[config.mk]
export PLATFORM = sky130hd
export DESIGN_NAME = finalizer_rom_loader
export DESIGN_NICKNAME = d
export VERILOG_FILES = /design/src/rtl/finalizer_rom_loader.sv
export SDC_FILE = /design/constraint.sdc
export NUM_CORES = 1
export LEC_CHECK = 0
export CORE_ASPECT_RATIO = 1.1
export CORE_MARGIN = 2
export CORE_UTILIZATION = 48
export DETAILED_ROUTE_END_ITERATION = 8
export PLACE_DENSITY = 0.8
export SLEW_MARGIN = 20
export SYNTH_ARGS = -nofsm -noshare
export SYNTH_HDL_FRONTEND = slang
export SYNTH_SLANG_ARGS = --single-unit
export TNS_END_PERCENT = 30
[constraint.sdc]
create_clock -name clk_49m -period 3.65 [get_ports clk_49m]
set_input_delay 0.73 -clock clk_49m [delete_from_list [all_inputs] [get_ports clk_49m]]
set_output_delay 0.73 -clock clk_49m [all_outputs]
set_load 0.005 [all_outputs]
[src/rtl/finalizer_rom_loader.sv]
// Finalizer ROM loader: splits the index-0 ioctl image into per-region write strobes,
// captures bootleg header and DIP bytes, and gates the core until the image has settled.
module finalizer_rom_loader #(
  parameter int unsigned FLUSH_CYCLES = 16,
  parameter logic [24:0] ROM_END      = 25'h25400
) (
  input  logic        clk_49m,
  input  logic        reset,
  input  logic        ioctl_download,
  input  logic        ioctl_wr,
  input  logic [7:0]  ioctl_index,
  input  logic [24:0] ioctl_addr,
  input  logic [7:0]  ioctl_data,
  output logic [16:0] rom_wr_addr,
  output logic [7:0]  rom_wr_data,
  output logic [4:0]  rom_we,
  output logic        rom_ready,
  output logic        load_err,
  output logic [24:0] byte_count,
  output logic [1:0]  is_bootleg,
  output logic [23:0] dipsw
);

  typedef enum logic [1:0] {StIdle, StLoad, StFlush, StDone} state_e;

  localparam logic [7:0] FlushLast = 8'(FLUSH_CYCLES - 1);

  state_e      state_q, state_d;
  logic [7:0]  flush_cnt_q, flush_cnt_d;
  logic [4:0]  rom_we_q, rom_we_d;
  logic [16:0] rom_addr_q, rom_addr_d;
  logic [7:0]  rom_data_q, rom_data_d;
  logic [24:0] byte_count_q, byte_count_d;
  logic        load_err_q, load_err_d;
  logic [1:0]  bootleg_q, bootleg_d;
  logic [7:0]  dip_q [3];
  logic [7:0]  dip_d [3];

  logic        start_load, accept, in_range;
  logic [4:0]  region_we;
  logic [24:0] region_base;

  assign start_load = ioctl_download && (ioctl_index == 8'd0);
  // Bytes are taken for the whole LOAD state, so one arriving with the falling edge of
  // ioctl_download is still written.
  assign accept     = (state_q == StLoad) && ioctl_wr && (ioctl_index == 8'd0);
  assign in_range   = ioctl_addr < ROM_END;

  always_comb begin
    region_we   = 5'b00000;
    region_base = 25'h0;
    if (ioctl_addr < 25'h0C000) begin
      region_we   = 5'b00001;
      region_base = 25'h00000;
    end else if (ioctl_addr < 25'h0D000) begin
      region_we   = 5'b00010;
      region_base = 25'h0C000;
    end else if (ioctl_addr < 25'h1D000) begin
      region_we   = 5'b00100;
      region_base = 25'h0D000;
    end else if (ioctl_addr < 25'h25000) begin
      region_we   = 5'b01000;
      region_base = 25'h1D000;
    end else if (ioctl_addr < 25'h25400) begin
      region_we   = 5'b10000;
      region_base = 25'h25000;
    end
  end

  always_comb begin
    state_d     = state_q;
    flush_cnt_d = flush_cnt_q;
    unique case (state_q)
      StIdle, StDone: begin
        if (start_load) state_d = StLoad;
      end
      StLoad: begin
        if (!ioctl_download) begin
          state_d     = StFlush;
          flush_cnt_d = 8'd0;
        end
      end
      StFlush: begin
        if (start_load) begin
          state_d     = StLoad;
          flush_cnt_d = 8'd0;
        end else if (flush_cnt_q == FlushLast) begin
          state_d = StDone;
        end else begin
          flush_cnt_d = flush_cnt_q + 8'd1;
        end
      end
      default: state_d = StIdle;
    endcase
  end

  always_comb begin
    rom_we_d     = 5'b00000;
    rom_addr_d   = rom_addr_q;
    rom_data_d   = rom_data_q;
    byte_count_d = byte_count_q;
    load_err_d   = load_err_q;
    bootleg_d    = bootleg_q;
    dip_d        = dip_q;

    if ((state_d == StLoad) && (state_q != StLoad)) begin
      byte_count_d = 25'd0;
      load_err_d   = 1'b0;
    end

    if (accept) begin
      if (in_range && (region_we != 5'b00000)) begin
        rom_we_d     = region_we;
        rom_addr_d   = 17'(ioctl_addr - region_base);
        rom_data_d   = ioctl_data;
        byte_count_d = byte_count_q + 25'd1;
      end else begin
        load_err_d = 1'b1;
      end
    end

    if (ioctl_wr && (ioctl_index == 8'd1) && (ioctl_addr == 25'd0)) begin
      bootleg_d = ioctl_data[1:0];
    end
    if (ioctl_wr && (ioctl_index == 8'd254) && (ioctl_addr < 25'd3)) begin
      dip_d[ioctl_addr[1:0]] = ioctl_data;
    end
  end

  always_ff @(posedge clk_49m) begin
    if (!reset) begin
      state_q      <= StIdle;
      flush_cnt_q  <= 8'd0;
      rom_we_q     <= 5'b00000;
      rom_addr_q   <= 17'd0;
      rom_data_q   <= 8'd0;
      byte_count_q <= 25'd0;
      load_err_q   <= 1'b0;
      bootleg_q    <= 2'b00;
      dip_q[0]     <= 8'hFF;
      dip_q[1]     <= 8'hFF;
      dip_q[2]     <= 8'hFF;
    end else begin
      state_q      <= state_d;
      flush_cnt_q  <= flush_cnt_d;
      rom_we_q     <= rom_we_d;
      rom_addr_q   <= rom_addr_d;
      rom_data_q   <= rom_data_d;
      byte_count_q <= byte_count_d;
      load_err_q   <= load_err_d;
      bootleg_q    <= bootleg_d;
      dip_q        <= dip_d;
    end
  end

  assign rom_we      = rom_we_q;
  assign rom_wr_addr = rom_addr_q;
  assign rom_wr_data = rom_data_q;
  assign rom_ready   = (state_q == StDone);
  assign load_err    = load_err_q;
  assign byte_count  = byte_count_q;
  assign is_bootleg  = bootleg_q;
  assign dipsw       = {~dip_q[2], ~dip_q[1], ~dip_q[0]};

endmodule

# Word-level counts from Yosys, hierarchy flattened
# Cells that the tools add are included.
# op_classes
addsub	3
order_cmp	8
eq_ne	10
muxes	28
n_bitwise	4
reduce_logical	19
# op_table
op	n
$mux 25	3
$mux 17	4
$lt 25x16->1 const B	2
$lt 25x18->1 const B	2
$mux 8	4
$add 25x1->25 const B	1
$logic_not 25->1	1
$lt 25x17->1 const B	1
$lt 25x2->1 const B	1
$mux 5	5
$bwmux 24	1
$not 8->8	3
$sub 17x17->17	1
$demux 8 s2	1
$pmux 8 s2	1
$mux 15	1
$logic_and 1x1->1	10
$add 8x1->8 const B	1
$eq 8x1->1 const B	1
$eq 8x4->1 const B	1
$eq 8x8->1 const B	1
$logic_not 8->1	1
$mux 2	4
$pmux 2 s3	1
15 further kinds	20
# totals
register_bits	92
in_bits	45
elab_cells	83

# Longest topological paths before layout
# Gate-level depths: netlist (run 1).
# depth
ltp_word	10
ltp_mapped	11
mapped_depth_nobuf	11

# Worst setup path after synthesis (run 1)
# Ideal clock, no wire load.
# synth_timing
kind	input -> register
startpoint	input ioctl_addr[16]
endpoint	register rom_addr_q[16], in the netlist rom_wr_addr[16]
setup_ns	0.095
arrival_ns	2.694
required_time_ns	3.555
slack_ns	0.861
path_stages	11
cell_sequence	buf_2 nor2_1 a221oi_1 nor2_1 nand2b_1 ha_1 nor2b_1 o21ai_0 nand2b_1 or3_1 o311ai_1
# synth_between
elab_chain_cells	9
# synth_lines
element	line	text
from (decl)	12	input logic [24:0] ioctl_addr,
branches (longest 9 deep; another with $lt 25x18->1)	n/a	
to (signal assigned)	147	rom_addr_q <= rom_addr_d;
to (decl)	31	logic [16:0] rom_addr_q, rom_addr_d;
# Several ways; the timed one is not identified.
# A chain may end at the register's enable or synchronous reset.

# Worst setup path in the final report (run 1)
# layout_timing
startpoint	input ioctl_addr[22]
endpoint	register rom_addr_q[16], in the netlist rom_wr_addr[16]
# Same word-level chain as after synthesis.

==> metrics.yaml, run 1 <==
outcome:
  status: "finished, final reports clean"
global_routing:
  grt_pass1_wl_um: 21500
  grt_pass1_vias: 4458
  grt_max_degree: 69
  overflow: 0
  grt_antenna_before_repair: 0
  grt_use_total: 0.249
routing:
  num_vias: 4712
  drc: 0
  drt_wl_total_um: 12900
  ant_nets: 0
  firstDrtPassIters: 5
  drtIter0Drc: 283
  avgViaCountPerCell: 5.90
  detail_route.wl_per_cell_um: 16.2
layout:
  final_nets: 732
  multiInputGateArea_mm2: 0.00249
  syn2layout_area_growth_pct: 33.7
  drive_above_1_share: 0.0616
  fin_util: 0.662
  final_cell_mix: "clkdlybuf4s50_1, nand2_1, dfxtp_1"
  fin_area_mm2: 0.00619
  fill_cells: 782
  register_area_mm2: 0.00184
  diodes: 0
  final_common_cell: "clkdlybuf4s50_1"
run:
  drv_cap: 0
clocking:
  post-cts-setup-buffers: 0
  tritoncts: "built"
  h-tree-depth: 3
  clkSinkCount: 92
  cts_hold_buf: 0
  cts_buffers: 9
  ctsResizeCount: 0
  cts-root-buf: "clkbuf_8"
  clock_latency_ns: 0.37
  clk_path_buf_depth: 2
  clk_pin_slew_worst_paths_ns: 0.09
setup_path:
  r2r_slack_ns: 0.96
  worst_setup_path_end_kind: "flip-flop"
  cp-startpoint: "ioctl_addr[22]"
  worstReg2RegEnd: "byte_count[20]"
  cp_data_required_time_ns: 3.93
  crit-reg2reg-launch: "state_q[1]"
  arrival_ns: 3.32
  path_class: "in2reg"
  crit_fanout: 5
  startpoint_type: "input port"
  reg2reg_depth: 8
floorplanning:
  die_height_um: 107
  start_util: 0.495
  chipWidth_um: 97.7
  die-area_mm2: 0.0105
  io_pins: 128
  rows: 37
  core_area_mm2: 0.00935
sta:
  setup-tns-final_ns: 0
  timing.final.ws_setup_ns: 0.607
  fin_crit_sh: 0.834
  rsz0062_at_grt: "false"
  whs_ns: 0.453
  worst_slew_pin_slew_ns: 0.682
  hold_violations: 0
  clock.fmax_ghz: 0.329
  timing.clock.skew_ns: 0.00751
  setup_viol_count_final: 0
  drv_slew: 0
  period_minus_slack_ns: 3.04
  worst_slew_margin_rel: 0.546
yosys:
  ys.flop_type: "dfxtp_1"
  syn-cell-area_mm2: 0.00463
  synthCells: 560
  synth-async-reset-ratio: 0
  synth.avg_cell_area_um2: 8.27
  synth_cell_types: 60
  synthesis.nets: 614
  synth-seq-area-share: 0.398
  synth_warnings: 0
  synth_edf_count: 0
  ys_seq_elements: 92
placed_design:
  hpwlAfterDp_um: 9230
  post_dp_cell_area_mm2: 0.00598
  place_congestion: 0.842
  io_buffers: 127
  place_ws_ns: 0.219
power_and_ir_drop:
  leakage_uw: 0.00226
  powerDensity_mw_per_mm2: 304
  ir_drop_v: 0.000259
min_path:
  holdCritStartpoint: "rom_wr_addr[10]"
  hold_end: "rom_wr_addr[10]"
  hold_class: "reg2reg"
  min_path_cells: 2
## registers in the layout, indices dropped and copies added, names as in the netlist
name,cells
byte_count,25
dip_q,24
flush_cnt_q,8
is_bootleg,2
load_err,1
rom_we,5
rom_wr_addr,17
rom_wr_data,8
state_q,2
## worst max-delay path, stage by stage
cell and delay, ns:
clkdlybuf4s50_1 0.44, nor4_4 0.44, nand3_1 0.21, nor3_1 0.21
nand2b_1 0.14, ha_1 0.26, nor2b_1 0.14, o21ai_0 0.15
nand2b_1 0.09, or3_1 0.30, o311ai_1 0.21
## per-layer routing
metal	up-vias	share of wire	global-route usage
li1	2289	-	-
met1	2235	0.42	0.308
met2	174	0.50	0.421
met3	14	0.076	0.0671
met4	0	0.011	0.0843
met5	-	0	0
## cells by family after synthesis
group,after synthesis,share of synthesized area
AOI/OAI and AO/OA,121,0.186
DFF,92,0.398
xor gates and xnor gates,3,0.00567
buffers and inverters,68,0.0667
and+or+nand+nor,256,0.296
adders and majority gates,9,0.0243
muxes,11,0.0238
## metrics by stage
stage	cells	total power, uW
after global placement	784	1150
after floorplan	560	1070
after CTS	799	1900
after detailed placement	784	1150
final	799	1890
after global routing	799	1950
## cells in the mapped netlist, types with 2 or more instances
master	instances	area share
nand4_1	20	0.027
a221oi_1	2	0.0038
nor3_1	12	0.013
o31ai_1	6	0.0097
a211oi_1	3	0.0049
or4_1	13	0.021
nand2_1	105	0.085
clkbuf_1	19	0.015
o211ai_1	17	0.028
nor2_1	20	0.016
and4_1	5	0.0095
a211oi_2	2	0.0054
nand3b_1	2	0.0032
buf_2	7	0.0076
clkbuf_8	3	0.0089
a211o_1	3	0.0057
o311ai_1	8	0.015
nor4_4	2	0.0092
xnor2_1	3	0.0057
nand4b_1	6	0.011
mux2i_1	11	0.024
nor2b_1	7	0.0095
a21o_1	2	0.0032
nor4_2	3	0.0081
o311ai_0	9	0.017
o2111ai_1	3	0.0057
nor3_2	2	0.0043
o21ai_0	13	0.014
a21oi_1	37	0.040
buf_6	2	0.0049
a31oi_1	2	0.0027
or3_1	12	0.016
ha_1	9	0.024
dfxtp_1	92	0.40
nand3_1	17	0.018
inv_1	36	0.029
nor4_1	8	0.011
nand2b_1	8	0.011
and3_1	8	0.011
## cell type report
| cell class | count | share of cell area |
|---|---|---|
| Multi-Input combinational cell | 400 | 0.402 |
| Sequential cell | 92 | 0.297 |
| Timing Repair Buffer | 139 | 0.221 |
| Tap cell | 117 | 0.0236 |
| Inverter | 36 | 0.0218 |
| Clock buffer | 10 | 0.0206 |
| Clock inverter | 5 | 0.0137 |
## where the power goes
group	switching (uW)	leakage [uW]	total (uW)	internal [uW]
clock	372	0.000103	759	387
combinational	65.1	0.00141	123	58.1
sequential	0.0344	0.000742	1000	1000
total	437	0.00226	1890	1450
## worst max-delay path by stage
| stage | to | slack [ns] |
|---|---|---|
| CTS | rom_wr_addr[16] | 0.61 |
| global placement | rom_wr_addr[16] | 0.30 |
| detailed placement | rom_wr_addr[16] | 0.22 |
| global route | rom_wr_addr[16] | 0.39 |
| finish | rom_wr_addr[16] | 0.61 |
| floorplan | rom_wr_addr[16] | 0.86 |
No activity file was read; power rests on OpenSTA's default activity.
==> run 2: changes to the inputs <==
--- a/config.mk
+++ b/config.mk
@@ -7,9 +7,9 @@
 export LEC_CHECK = 0
 export CORE_ASPECT_RATIO = 1.1
 export CORE_MARGIN = 2
-export CORE_UTILIZATION = 48
+export CORE_UTILIZATION = 44
 export DETAILED_ROUTE_END_ITERATION = 8
-export PLACE_DENSITY = 0.8
+export PLACE_DENSITY = 0.77
 export SLEW_MARGIN = 20
 export SYNTH_ARGS = -nofsm -noshare
 export SYNTH_HDL_FRONTEND = slang
==> constraint.sdc (replaced) <==
create_clock -name clk_49m -period 2.5 [get_ports clk_49m]
set_input_delay 0.5 -clock clk_49m [delete_from_list [all_inputs] [get_ports clk_49m]]
set_output_delay 0.5 -clock clk_49m [all_outputs]
set_load 0.005 [all_outputs]
==> run 2 against run 1 <==
Non-clock buffer count increased by 56. Die area increased by 8.7%. The run now ends with setup timing left. Wire length increased by 15%. Final area increased by 12%. Register-to-register slack got worse by 0.83 ns. Largest power group is now the clock network. Total power increased by 71%.
==> metrics.yaml, run 2 (synthesis gave the netlist of run 1 again) <==
sta:
  timing.clock.skew_ns: 0.00777  # was 0.00751 ns
  fin_crit_sh: 1.02
  worst_slew_pin_slew_ns: 0.720  # was 0.682 ns
  timing.final.ws_setup_ns: -0.0502  # was 0.607 ns
  period_minus_slack_ns: 2.55
  clock.fmax_ghz: 0.392
  setup_viol_count_final: 1  # was 0
  worst_slew_margin_rel: 0.520  # was 0.546
  hold_violations: 0  # unchanged
  drv_slew: 0  # unchanged
setup_path:
  crit_buf_inv: 2  # was 1
  path_class: "in2reg"  # unchanged
  cp_cell_sequence: "dlygate4sd2_1 > buf_4 > and2_1 > nor3_2 > nand2b_1 > ha_1 > nor2b_2 > o21ai_1 > nand2b_1 > or3_1 > o311ai_1"  # was clkdlybuf4s50_1 > nor4_4 > nand3_1 > nor3_1 > nand2b_1 > ha_1 > nor2b_1 > o21ai_0 > nand2b_1 > or3_1 > o311ai_1
  crit_top_cell: "nand2b_1"  # unchanged
  cp_slowest_cell: "or3_1"  # was clkdlybuf4s50_1
  crit_path_max_incr_delay_ns: 0.36  # was 0.44 ns
  worst_setup_path_end_kind: "flip-flop"  # unchanged
  critical_path.top_delay_family: "simple AND/OR/NAND/NOR gates"  # unchanged
  startpoint_type: "input port"  # unchanged
  cp_data_required_time_ns: 2.75  # was 3.93 ns
  arrival_ns: 2.80  # was 3.32 ns
  crit_fanout: 4  # was 5
layout:
  final_cells: 882  # was 799
  largest_reg_flops: 25  # unchanged
  syn2layout_area_growth_pct: 49.8  # was 33.7%
  drive_above_1_share: 0.168  # was 0.0616
  fill_cells: 842  # was 782
  diodes: 0  # unchanged
  final_common_cell: "clkdlybuf4s50_1"  # unchanged
  multiInputGateArea_mm2: 0.00262  # was 0.00249 mm2
  final_cell_mix: "clkdlybuf4s50_1, nand2_1, dfxtp_1"  # unchanged
  register_area_mm2: 0.00184  # about the same
  final_nets: 788  # was 732
routing:
  drc: 0  # unchanged
  avgViaCountPerCell: 5.77  # was 5.90
  drtIter0Drc: 284  # was 283
  drt_wl_total_um: 14900  # was 12,900 um
  detail_route.wl_per_cell_um: 16.9  # was 16.2 um
  firstDrtPassIters: 6  # was 5
  num_vias: 5087  # was 4,712
  ant_nets: 0  # unchanged
clocking:
  cts-root-buf: "clkbuf_16"  # was clkbuf_8
  clock_latency_ns: 0.35  # was 0.37 ns
  clk_pin_slew_worst_paths_ns: 0.07  # was 0.09 ns
  tritoncts: "built"  # unchanged
  h-tree-depth: 3  # unchanged
  cts_buffers: 9  # unchanged
  clk_path_buf_depth: 2  # unchanged
  clkSinkCount: 92  # unchanged
global_routing:
  grt_pass1_wl_um: 23200  # was 21,500 um
  grt_max_degree: 69  # unchanged
  grt_antenna_before_repair: 1  # was 0
  overflow: 0  # unchanged
  grt_pass1_vias: 4808  # was 4,458
  grt_use_total: 0.252  # was 0.249
floorplanning:
  io_pins: 128  # unchanged
  chipWidth_um: 102  # was 97.7 um
  core_area_mm2: 0.0103  # was 0.00935 mm2
  start_util: 0.448  # was 0.495
  die_height_um: 112  # was 107 um
  rows: 39  # was 37
  die-area_mm2: 0.0114  # was 0.0105 mm2
run:
  drv_cap: 0  # unchanged
placed_design:
  place_congestion: 0.882  # was 0.842
  io_buffers: 127  # unchanged
  place_ws_ns: -0.504  # was 0.219 ns
  dp_cells: 857  # was 784
  hpwlAfterDp_um: 9840  # was 9230 um
min_path:
  hold_class: "reg2reg"  # unchanged
power_and_ir_drop:
  powerDensity_mw_per_mm2: 465  # was 304 mW/mm2
  leakage_uw: 0.00269  # was 0.00226 uW
  ir_drop_v: 0.000303  # was 0.000259 V
outcome:
  violations: "setup timing"
  status: "complete, but fails checks"  # was finished, final reports clean
[run 2: final cells by class]
cell class / instances / area share
Sequential cell: 92 / 0.266
Timing Repair Buffer: 195 / 0.263
Multi-Input combinational cell: 400 / 0.378
Clock buffer: 10 / 0.0344
Tap cell: 143 / 0.0258
Inverter: 36 / 0.0195
Clock inverter: 6 / 0.0135
[run 2: per-layer routing]
| layer | track usage | share of wire |
|---|---|---|
| met2 | 0.434 | 0.51 |
| met1 | 0.304 | 0.40 |
| met3 | 0.0615 | 0.072 |
| met5 | 0 | 0.0011 |
| met4 | 0.0853 | 0.019 |
[run 2: repair_timing]
item	4_1_cts	5_1_grt
hold buffers	0	0
pin swaps	5	16
gates cloned	0	1
setup endpoints to repair	3	26
gates resized for setup	20	34
buffers inserted	2	6
[run 2: metrics by stage]
stage                     power, uW  hold slack [ns]  TNS [ns]  instance area, um2   util
after floorplan                1560            0.445         0                4640      -
after CTS                      3230            0.452         0                6780  0.655
after global routing           3330            0.479    -0.148                6940  0.671
after detailed placement       1710            0.446    -12.46                6400  0.618
after global placement         1700            0.437     -9.27                6400  0.618
final                          3230            0.453   -0.0502                6940  0.671
[run 2: final timing paths]
kind	from	end	slack, ns	depth (start not counted)
min	rom_wr_data[1]	rom_wr_data[1]	0.45	2
max reg2reg	flush_cnt_q[0]	byte_count[13]	0.13	9
max	ioctl_addr[14]	rom_wr_addr[16]	-0.05	11
min reg2reg	rom_wr_data[1]	rom_wr_data[1]	0.45	2
[run 2: power by group]
group / internal (uW) / switching, uW / total, uW / leakage [uW]
combinational: 109 / 120 / 228 / 0.00178
sequential: 1460 / 0.0637 / 1460 / 0.000742
clock: 915 / 622 / 1540 / 0.000165
total: 2490 / 742 / 3230 / 0.00269
[run 2: tightest hold or removal path, cell delays in order, from the launching register on]
cell     delay, ns
dfxtp_1       0.31
nand2_1       0.05
a21oi_1       0.05
==> run 3: changes to the inputs <==
--- a/config.mk
+++ b/config.mk
@@ -5,10 +5,10 @@
 export SDC_FILE = /design/constraint.sdc
 export NUM_CORES = 1
 export LEC_CHECK = 0
-export CORE_ASPECT_RATIO = 1.1
 export CORE_MARGIN = 2
 export CORE_UTILIZATION = 44
 export DETAILED_ROUTE_END_ITERATION = 8
+export GPL_TIMING_DRIVEN = 0
 export PLACE_DENSITY = 0.77
 export SLEW_MARGIN = 20
 export SYNTH_ARGS = -nofsm -noshare
==> run 3 against run 2 <==
The run now ends clean. Count of clock-buffer cells in the layout fell by 1. Critical path depth decreased by 1. Critical endpoint is now byte_count[17]. Total power down 16%. Non-clock buffer count is 18 lower. Die area about the same. Largest power group is now sequential cells. First-iteration DRC count up 7.0%. Combinational power decreased by 8%. Final cell count decreased by 2.8%. Wire length is 0.25% higher. Sequential power hardly changed. Critical path type is now reg2reg. Via count is 0.35% lower. Fmax rose by 3.9%.
==> metrics.yaml, run 3 (synthesis gave the netlist of run 1 again) <==
setup_path:
  crit_top_cell: "buf_6"  # was nand2b_1
  arrival_ns: 2.74  # was 2.80 ns
  critical_path.top_delay_family: "simple AND/OR/NAND/NOR gates"  # unchanged
  path_class: "reg2reg"  # was in2reg
  startpoint_type: "flip-flop"  # was input port
  cp_slowest_cell: "or4_4"  # was or3_1
  worst_setup_path_end_kind: "flip-flop"  # unchanged
  crit_buf_inv: 4  # was 2
  cp_data_required_time_ns: 2.78  # was 2.75 ns
  cp_cell_sequence: "inv_2 > ha_2 > buf_6 > nor2b_1 > nand4_1 > or3_4 > buf_6 > buf_8 > or4_4 > o311ai_2"  # was dlygate4sd2_1 > buf_4 > and2_1 > nor3_2 > nand2b_1 > ha_1 > nor2b_2 > o21ai_1 > nand2b_1 > or3_1 > o311ai_1
  crit_path_max_incr_delay_ns: 0.48  # was 0.36 ns
  crit_fanout: 10  # was 4
outcome:
  status: "finished, final reports clean"  # was complete, but fails checks
placed_design:
  place_ws_ns: -0.718  # was -0.504 ns
  hpwlAfterDp_um: 10500  # was 9840 um
  place_congestion: 0.884  # was 0.882
  io_buffers: 126  # was 127
  dp_cells: 822  # was 857
routing:
  num_vias: 5069  # was 5,087
  firstDrtPassIters: 6  # unchanged
  drt_wl_total_um: 15000  # was 14,900 um
  drtIter0Drc: 304  # was 284
  ant_nets: 0  # unchanged
  avgViaCountPerCell: 5.91  # was 5.77
  detail_route.wl_per_cell_um: 17.4  # was 16.9 um
  drc: 0  # unchanged
power_and_ir_drop:
  leakage_uw: 0.00253  # was 0.00269 uW
  ir_drop_v: 0.000355  # was 0.000303 V
  powerDensity_mw_per_mm2: 406  # was 465 mW/mm2
global_routing:
  grt_use_total: 0.258  # was 0.252
  grt_pass1_vias: 4879  # was 4,808
  grt_antenna_before_repair: 0  # was 1
  overflow: 0  # unchanged
  grt_max_degree: 20  # was 69
  grt_pass1_wl_um: 23800  # was 23,200 um
floorplanning:
  die_height_um: 107  # was 112 um
  chipWidth_um: 107  # was 102 um
  start_util: 0.451  # was 0.448
  core_area_mm2: 0.0103  # about the same
  rows: 37  # was 39
  io_pins: 128  # unchanged
  die-area_mm2: 0.0114  # about the same
min_path:
  hold_class: "in2reg"  # was reg2reg
layout:
  syn2layout_area_growth_pct: 43.6  # was 49.8%
  final_cells: 857  # was 882
  final_cell_mix: "clkdlybuf4s50_1, nand2_1, dfxtp_1"  # unchanged
  final_common_cell: "clkdlybuf4s50_1"  # unchanged
  diodes: 0  # unchanged
  final_nets: 770  # was 788
  fin_util: 0.647  # was 0.671
  multiInputGateArea_mm2: 0.00270  # was 0.00262 mm2
  largest_reg_flops: 25  # unchanged
  register_area_mm2: 0.00185  # was 0.00184 mm2
  drive_above_1_share: 0.144  # was 0.168
  fill_cells: 855  # was 842
sta:
  setup_viol_count_final: 0  # was 1
  timing.final.ws_setup_ns: 0.0454  # was -0.0502 ns
  timing.clock.skew_ns: 0.00757  # was 0.00777 ns
  worst_slew_pin_slew_ns: 0.788  # was 0.720 ns
  fin_crit_sh: 0.982  # was 1.02
  period_minus_slack_ns: 2.45  # was 2.55 ns
  hold_violations: 0  # unchanged
  drv_slew: 0  # unchanged
  worst_slew_margin_rel: 0.471  # was 0.520
  rsz0062_at_grt: "true"
  clock.fmax_ghz: 0.407  # was 0.392 GHz
clocking:
  clock_latency_ns: 0.37  # was 0.35 ns
  cts-root-buf: "clkbuf_8"  # was clkbuf_16
  clkSinkCount: 92  # unchanged
  h-tree-depth: 3  # unchanged
  cts_buffers: 9  # unchanged
  tritoncts: "built"  # unchanged
  clk_pin_slew_worst_paths_ns: 0.10  # was 0.07 ns
  clk_path_buf_depth: 2  # unchanged
run:
  drv_cap: 0  # unchanged
## run 3: final timing paths
| check | startpoint | end | slack [ns] | cells past startpoint |
|---|---|---|---|---|
| worst max register to register | state_q[1] | byte_count[17] | 0.05 | 10 |
| worst max-delay path | state_q[1] | byte_count[17] | 0.05 | 10 |
| worst min-delay path | ioctl_addr[10] | rom_wr_addr[10] | 0.46 | 3 |
| worst min register to register | rom_wr_data[4] | rom_wr_data[4] | 0.46 | 2 |
## run 3: cell type report
cell class,count,area share
clock inverter,7,0.0117
sequential,92,0.278
clock buffer,9,0.0186
buffer,32,0.0303
timing repair buffer,145,0.210
tap,136,0.0256
multi-input combinational,400,0.406
inverter,36,0.0203
## run 3: report_power, final
part / switching, uW / internal (uW)
clock: 629 / 400
combinational: 119 / 89.6
sequential: 0.0534 / 1460
## run 3: per-stage QoR
step / hold slack, ns / total power, uW / cell area (um2) / TNS, ns
finish: 0.456 / 2700 / 6650 / 0
global route: 0.466 / 2790 / 6650 / -0.133
CTS: 0.462 / 2690 / 6430 / -0.0281
detailed placement: 0.448 / 1680 / 6070 / -37.45
global placement: 0.438 / 1680 / 6070 / -34.41
floorplan: 0.445 / 1560 / 4640 / 0
## run 3: worst reg2reg max path, cell delays in order, from the launching register on
cell and delay, ns:
dfxtp_4 0.38, inv_2 0.06, ha_2 0.17, buf_6 0.13, nor2b_1 0.13, nand4_1 0.20, or3_4 0.46, buf_6 0.15
buf_8 0.14, or4_4 0.48, o311ai_2 0.08
## run 3: layer usage
metal / wire length [um] / global-route usage / share of wire / up-vias
met5: 0 / 0 / 0 / -
met4: 531 / 0.131 / 0.036 / 0
met3: 1290 / 0.0474 / 0.086 / 48
met2: 7200 / 0.431 / 0.48 / 258
met1: 5930 / 0.319 / 0.40 / 2394
li1: - / - / - / 2369
## run 3: what timing repair did
action | 4_1_cts | 5_1_grt
hold endpoints to repair | 0 | 0
setup buffers | 9 | 9
gates resized for setup | 35 | 60
cloned | 0 | 1
endpoints found under the setup margin | 68 | 71
pin swaps | 7 | 21
hold buffers | 0 | 0
